==> src/rtl/tmr_sched_pkg.sv <==
`default_nettype none
// =====================================================================
// tmr_sched_pkg : shared types and timer mode constants for tmr_oneshot_sched
// Revision      : 1.0
// =====================================================================
package tmr_sched_pkg;

    localparam int CW_DEFAULT = 32;

    // Static timer mode: one-shot, down-count, timer clock, no capture, no PWM
    localparam logic C_TMR_MODE  = 1'b0;
    localparam logic C_TMR_UD    = 1'b0;
    localparam logic C_TMR_TC    = 1'b1;
    localparam logic C_TMR_CP    = 1'b0;
    localparam logic C_TMR_PWMEN = 1'b0;

    typedef enum logic [2:0] {
        ST_IDLE  = 3'd0,
        ST_SETUP = 3'd1,
        ST_RUN   = 3'd2,
`ifdef TMR_SCHED_ABORT_EN
        ST_FIN   = 3'd3,
        ST_ABORT = 3'd4
`else
        ST_FIN   = 3'd3
`endif
    } state_t;

endpackage
`default_nettype wire

==> src/rtl/tmr_sched_rr_arb.sv <==
`default_nettype none
// =====================================================================
// tmr_sched_rr_arb : combinational round-robin picker, first request at or after ptr
// Revision         : 1.0
// =====================================================================
module tmr_sched_rr_arb
    import tmr_sched_pkg::*;
#(
    parameter int NREQ = 4,
    parameter int IW   = 2
) (
    input  logic [NREQ-1:0] req_i,
    input  logic [IW-1:0]   ptr_i,
    output logic [NREQ-1:0] onehot_o,
    output logic [IW-1:0]   idx_o
);

    logic [IW-1:0] cand;

    // Scan from the farthest offset down so the nearest request wins last
    always_comb begin
        idx_o    = '0;
        onehot_o = '0;
        cand     = '0;
        for (int off = NREQ - 1; off >= 0; off--) begin
            cand = IW'((int'(ptr_i) + off) % NREQ);
            if (req_i[cand]) begin
                idx_o = cand;
            end
        end
        if (|req_i) begin
            onehot_o[idx_o] = 1'b1;
        end
    end

endmodule
`default_nettype wire

==> src/rtl/tmr_oneshot_sched.sv <==
`default_nettype none
// =====================================================================
// tmr_oneshot_sched : shares one one-shot down timer among NREQ timeout users.
// Optional macro    : TMR_SCHED_ABORT_EN (req drop during RUN cancels the timeout)
// Revision          : 1.0
// =====================================================================
module tmr_oneshot_sched
    import tmr_sched_pkg::*;
#(
    parameter int NREQ = 4,
    parameter int CW   = CW_DEFAULT
) (
    input  logic              clk,
    input  logic              rst_n,
    input  logic [NREQ-1:0]   req_i,
    input  logic [NREQ*CW-1:0] delay_i,
    input  logic [15:0]       pre_i,
    output logic [NREQ-1:0]   grant_o,
    output logic [NREQ-1:0]   done_o,
    output logic              busy_o,
    output logic              tmr_en_o,
    output logic [CW-1:0]     tmr_load_o,
    output logic [15:0]       tmr_pre_o,
    output logic              tmr_ovf_clr_o,
    output logic              tmr_mode_o,
    output logic              tmr_ud_o,
    output logic              tmr_tc_o,
    output logic              tmr_cp_o,
    output logic              tmr_pwmen_o,
    input  logic              tmr_ovf_i
);

    localparam int IW = (NREQ > 1) ? $clog2(NREQ) : 1;

    state_t          state_q, state_d;
    logic [IW-1:0]   idx_q, idx_d;
    logic [IW-1:0]   ptr_q, ptr_d;
    logic [CW-1:0]   load_q, load_d;
    logic [NREQ-1:0] grant_q, grant_d;
    logic [NREQ-1:0] done_q, done_d;
    logic [NREQ-1:0] pick_oh;
    logic [IW-1:0]   pick_idx;
    logic [IW-1:0]   idx_next;

    tmr_sched_rr_arb #(
        .NREQ (NREQ),
        .IW   (IW)
    ) u_arb (
        .req_i    (req_i),
        .ptr_i    (ptr_q),
        .onehot_o (pick_oh),
        .idx_o    (pick_idx)
    );

    assign idx_next = (idx_q == IW'(NREQ - 1)) ? '0 : idx_q + 1'b1;

    always_ff @(posedge clk or negedge rst_n) begin
        if (!rst_n) begin
            state_q <= ST_IDLE;
            idx_q   <= '0;
            ptr_q   <= '0;
            load_q  <= '0;
            grant_q <= '0;
            done_q  <= '0;
        end else begin
            state_q <= state_d;
            idx_q   <= idx_d;
            ptr_q   <= ptr_d;
            load_q  <= load_d;
            grant_q <= grant_d;
            done_q  <= done_d;
        end
    end

    always_comb begin
        state_d = state_q;
        idx_d   = idx_q;
        ptr_d   = ptr_q;
        load_d  = load_q;
        grant_d = grant_q;
        done_d  = '0;
        case (state_q)
            ST_IDLE: begin
                grant_d = '0;
                if (|req_i) begin
                    idx_d   = pick_idx;
                    grant_d = pick_oh;
                    state_d = ST_SETUP;
                    for (int i = 0; i < NREQ; i++) begin
                        if (IW'(i) == pick_idx) begin
                            load_d = delay_i[i*CW +: CW];
                        end
                    end
                end
            end
            // Timer is disabled here so it takes LOAD into its counter
            ST_SETUP: begin
                state_d = ST_RUN;
            end
            ST_RUN: begin
                if (tmr_ovf_i) begin
                    done_d  = grant_q;
                    state_d = ST_FIN;
                end
`ifdef TMR_SCHED_ABORT_EN
                else if (!req_i[idx_q]) begin
                    state_d = ST_ABORT;
                end
`endif
            end
            ST_FIN: begin
                ptr_d   = idx_next;
                grant_d = '0;
                state_d = ST_IDLE;
            end
`ifdef TMR_SCHED_ABORT_EN
            ST_ABORT: begin
                ptr_d   = idx_next;
                grant_d = '0;
                state_d = ST_IDLE;
            end
`endif
            default: begin
                grant_d = '0;
                state_d = ST_IDLE;
            end
        endcase
    end

    assign grant_o    = grant_q;
    assign done_o     = done_q;
    assign busy_o     = (state_q != ST_IDLE);
    assign tmr_en_o   = (state_q == ST_RUN);
    assign tmr_load_o = load_q;
    assign tmr_pre_o  = pre_i;
`ifdef TMR_SCHED_ABORT_EN
    assign tmr_ovf_clr_o = (state_q == ST_FIN) || (state_q == ST_ABORT);
`else
    assign tmr_ovf_clr_o = (state_q == ST_FIN);
`endif

    assign tmr_mode_o  = C_TMR_MODE;
    assign tmr_ud_o    = C_TMR_UD;
    assign tmr_tc_o    = C_TMR_TC;
    assign tmr_cp_o    = C_TMR_CP;
    assign tmr_pwmen_o = C_TMR_PWMEN;

endmodule
`default_nettype wire

==> config.mk <==
export PLATFORM = sky130hd
export DESIGN_NAME = tmr_oneshot_sched
export DESIGN_NICKNAME = d
export VERILOG_FILES = /design/src/rtl/tmr_sched_pkg.sv /design/src/rtl/tmr_sched_rr_arb.sv /design/src/rtl/tmr_oneshot_sched.sv
export SDC_FILE = /design/constraint.sdc
export NUM_CORES = 1
export LEC_CHECK = 0
export CAP_MARGIN = 20
export CORE_MARGIN = 2
export CORE_UTILIZATION = 48
export DETAILED_ROUTE_END_ITERATION = 7
export DONT_BUFFER_PORTS = 1
export PLACE_DENSITY = 0.67
export REMOVE_ABC_BUFFERS = 1
export SYNTH_ARGS = -nofsm -noshare
export SYNTH_HDL_FRONTEND = slang
export SYNTH_SLANG_ARGS = --single-unit
==> constraint.sdc <==
create_clock -name clk -period 1.75 [get_ports clk]
set_input_delay 0.4375 -clock clk [delete_from_list [all_inputs] [get_ports clk]]
set_output_delay 0.4375 -clock clk [all_outputs]
set_load 0.03 [all_outputs]
==> Word level (Yosys, flattened, before mapping) <==
Index checks and enable logic that the tools add are counted.
{ "op_classes": {"n_addsub": 4, "order_cmp": 6, "eq_ne": 9, "muxes": 26, "reduce_logical": 10} }
{ "ops": {"columns": ["cell", "n"], "rows": [
  ["two-way mux 32 bit", 4],
  ["< comparator 2 x 3 -> 1 bit (second input constant)", 5],
  ["two-way mux 4 bit", 3],
  ["two-way mux 2 bit", 5],
  ["one-hot mux 3 bit (3 select lines)", 1],
  ["binary-select mux 1 bit (select 2 bit)", 4],
  ["one-hot mux 4 bit (2 select lines)", 1],
  ["equality test 3 x 2 -> 1 bit (second input constant)", 2],
  ["two-way mux 3 bit", 2],
  ["two-way mux 1 bit", 5],
  ["adder 2 x 1 -> 2 bit (second input constant)", 2],
  ["adder 2 bit (second input constant)", 2],
  ["equality test 2 bit (first input constant)", 2],
  ["AND reduction 2 bit", 2],
  ["nonzero test 4 bit", 1],
  ["OR reduction 4 bit", 1],
  ["equality test 3 x 1 -> 1 bit (second input constant)", 1],
  ["zero test 3 bit", 1],
  ["AND reduction 3 bit", 1],
  ["nonzero test 3 bit", 1],
  ["demux 1 bit (select 2 bit)", 1],
  ["equality test 1 x 2 -> 1 bit (first input constant)", 1],
  ["equality test 2 bit (second input constant)", 1],
  [">= comparator 2 x 1 -> 1 bit (second input constant)", 1],
  ["other kinds (5)", 5]
]} }
{ "totals": {"register_bits": 47, "inputBits": 151} }

==> Depth between registers and ports, before layout <==
{ "logic_depth": {"word_depth": 13, "ltp_mapped": 8} }

==> Hierarchy <==
From an unflattened synthesis, not the netlist that was laid out.
{ "unflattened": {"cells_unflattened": 286, "hier_area_um2": 3021.6} }
{ "modules_own_cells": {"columns": ["mod", "n_inst", "cells_each", "area_per_inst_um2"], "rows": [
  ["tmr_oneshot_sched", 1, 255, 2817.7],
  ["tmr_sched_rr_arb", 1, 31, 203.9]
]} }

==> Worst setup path before layout <==
Ideal clock, no wire load.
{ "synth_path": {"path_type": "register -> register", "start": "reg state_q[0]", "end": "reg load_q[0], in the netlist tmr_load_o[0]", "arrival_time_ps": 1786, "slack_ps": -178, "path_stages_with_launch": 9, "path_buffers": 1, "period_less_slack_ps": 1928, "cell_sequence": "dfrtp_1 -> inv_1 -> ha_1 -> inv_1 -> nor2_2 -> o221ai_1 -> buf_2 -> a211oi_1 -> a211oi_1"} }
{ "synth_via": {"elab_chain_len": 2} }
{ "synth_lines": {"columns": ["item", "line", "text"], "rows": [
  ["start: declaration", "tmr_oneshot_sched.sv:35", "state_t state_q, state_d;"],
  ["start signal: assignment", "tmr_oneshot_sched.sv:66", "state_q <= state_d;"],
  ["zero test 3 bit", "tmr_oneshot_sched.sv:82", "case (state_q)"],
  ["AND reduction 3 bit (no line)", null, null],
  ["end signal: assignment", "tmr_oneshot_sched.sv:69", "load_q <= load_d;"],
  ["end: declaration", "tmr_oneshot_sched.sv:38", "logic [CW-1:0] load_q, load_d;"]
]} }
No other way between the ends.
A chain may end at the register's enable or synchronous reset.

==> Worst setup path after layout <==
{ "layout_path": {"start": "reg state_q[1]", "end": "out tmr_en_o"} }
{ "layout_via": {"elab_chain_len": 1} }
{ "layout_lines": {"columns": ["item", "line", "text"], "rows": [
  ["equality test 3 x 2 -> 1 bit", "tmr_oneshot_sched.sv:133", "assign tmr_en_o = (state_q == ST_RUN);"],
  ["end: declaration", "tmr_oneshot_sched.sv:21", "output logic tmr_en_o,"]
]} }
No other way between the ends.

==> flow_summary.ini <==
[run_status]
status = finished, final reports clean

[routing]
routed-via-count = 2412
dr.pass1.iters = 4
drt.antenna.violating_nets = 0
via_per_inst = 6.38
dr.first_iter.drc_count = 79
wl_per_cell_microns = 23.4
drcViolationCount = 0
totalWireLength_microns = 8840

[cts]
path_clk_slew_ns = 0.09
postCtsSetupRepairBufs = 0
cts_tree = done
clock-sinks = 46
htreeDepth = 2
worstSkewPairLatency_ns = 0.30
cts_root_buffer = clkbuf_8
cts.path.max_buffers = 2
cts_buffers = 5

[critical_path]
worstReg2RegStart = ptr_q[1]
crit_path_end_kind = primary output
worstPathRequired_ns = 1.31
critPathMaxFanout = 7
crit_type = reg -> out
worstPathArrival_ns = 1.25
rr_worst_depth = 6
rrSetupSlack_ns = 0.07
cp-start-kind = register
r2r-end = tmr_load_o[6]

[placed_design]
place_worst_setup_slack_ns = -0.0356
gp_congestion = 0.825
dp_hpwl_microns = 6560
place_inst = 366
numPortBuffers = 0

[global_route]
antenna_found_initial = 0
grt_overflow_total = 0
grt.total_usage_pct = 24.3
grt_max_degree = 47
grt_pass1_vias = 2465
grt_first_pass_wirelength_microns = 13400

[die]
std_cell_rows = 28
die_h_microns = 82.9
coreArea_sq_mm = 0.00596
design.die.area_sq_mm = 0.00687
start_util_pct = 50.1
die_x_microns = 82.9
io_pins = 215

[worst_hold_path]
holdPathEnd = done_o[2]
whs_path_depth = 1
hp-start = tmr_ovf_i
hp-class = in -> reg

[sta]
hold_violations = 0
setup_viol = 0
min_period_over_period_pct = 96.4
period_minus_slack_ns = 1.69
finClkSkew_ns = 0.00627
maxSlewViolCount = 0
setup_ws_ns = 0.0635
rsz0062_at_grt = true
max_freq_mhz = 593

[layout]
layout-drive-gt1-share_pct = 19.1
layout_commonest_cell = a211oi_1
instances_no_fill = 378
layout_common_cells = 55 x a211oi_1, 45 x dfrtp_1, 36 x and3_1
fillers = 544
syn_to_final_growth_pct = 10.9
num_antenna_cells = 0
fin_nets = 458
final_core_util_pct = 55.6

[pwr]
ir_drop_mv = 0.924
power.total_mw = 6.64
p_leak_nw = 1.46
powerDensity_mw_per_mm2 = 2010

[yosys]
async_flop_share_pct = 100
synth_edf_count = 0
synth_area_per_cell_sq_um = 9.63
ys.flop_type = dfrtp_1
synthesis.area_sq_mm = 0.00299
synth_warnings = 0
syn_inst = 310
ys_types = 35
synth-seq-cells = 46
yosysSeqAreaShare_pct = 38.6

[job]
cap_viol_max_count = 0
[synth_stat cells, types with 2 or more instances]
| cell type | n | area (sq um) |
|---|---|---|
| buf_1 | 2 | 7.51 |
| and3_1 | 36 | 225 |
| o31ai_1 | 2 | 15.0 |
| nor2_1 | 34 | 128 |
| a211oi_1 | 64 | 480 |
| o21ai_0 | 4 | 20.0 |
| mux2i_1 | 32 | 320 |
| clkbuf_1 | 12 | 45.0 |
| buf_4 | 21 | 158 |
| buf_2 | 5 | 25.0 |
| dfrtp_1 | 46 | 1150 |
| nand2_1 | 14 | 52.6 |
| inv_1 | 5 | 18.8 |
| ha_1 | 5 | 62.6 |
| conb_1 | 2 | 7.51 |
| a21oi_1 | 4 | 20.0 |
| buf_12 | 4 | 80.1 |
[cells by family (layout without fill, tap and decap cells)]
group           after synthesis  count (layout)  share of synthesized area [%]
compound gates               81              81                           20.2
fa+ha+maj                     5               5                           2.10
buf+inv                      50              40                           11.6
flops                        46              46                           38.6
mux                          34              34                           11.6
other cells                   2               5                          0.252
simple gates                 92              92                           15.8
[per-stage QoR]
| stage | hold WS, ns | instance area (sq um) | setup TNS (ns) |
|---|---|---|---|
| after floorplan | 0.142 | 2670 | -51.35 |
| after global placement | 0.143 | 3020 | 0 |
| after detailed placement | 0.143 | 3020 | -0.119 |
| after CTS | 0.283 | 3180 | 0 |
| after global routing | 0.271 | 3310 | -0.00634 |
| final | 0.291 | 3310 | 0 |
[sequential cells by signal (all words and copies together), names as in the netlist]
register    count
done_o          4
state_q         2
tmr_load_o     32
ptr_q           2
idx_q           2
grant_o         4
[worst max path at each step]
stage	cells after the start	start	slack, ns	to
global route	6	ptr_q[1]	-0.006	tmr_load_o[16]
detailed placement	8	state_q[0]	-0.04	tmr_load_o[13]
floorplan	7	state_q[0]	-1.51	tmr_load_o[0]
CTS	5	ptr_q[1]	0.007	tmr_load_o[6]
global placement	8	state_q[0]	0.02	tmr_load_o[31]
finish	3	state_q[1]	0.06	tmr_en_o
[area by class of cell]
type	instances	area [sq um]	share of cell area, %
clock buffer	6	72.6	2.19
clock inverter	2	37.5	1.13
inverter	5	18.8	0.567
multi-input combinational	217	1600	48.4
sequential	46	1150	34.8
tap	75	93.8	2.84
timing repair buffer	27	334	10.1
[power by group]
part           switching [mW]  leakage, nW  internal [mW]
Combinational            1.70        0.876           1.39
Clock                   0.370       0.0514          0.427
Sequential               1.21        0.534           1.55
Total                    3.28         1.46           3.36
[critical path: stages, from the launching register on]
cell and delay (ns):
dfrtp_1 0.38, buf_4 0.14, ha_1 0.24, buf_4 0.19
[per-layer routing]
| layer | vias to the layer above | global-route usage [%] | wire [microns] | share of wire [%] |
|---|---|---|---|---|
| met1 | 1150 | 28.4 | 3440 | 39 |
| met3 | 10 | 10.4 | 969 | 11 |
| met2 | 150 | 40.8 | 4320 | 49 |
| li1 | 1102 | - | - | - |
| met5 | - | 4.55 | 0 | 0 |
| met4 | 0 | 5.81 | 115 | 1.3 |
[timing repair]
item,4_1_cts,5_1_grt
hold buffers,2,0
gates cloned,0,2
hold endpoints to repair,46,0
pin swaps,0,7
resized for setup,2,19
endpoints found under the setup margin,13,35
Power figures use the tool's default switching activity.
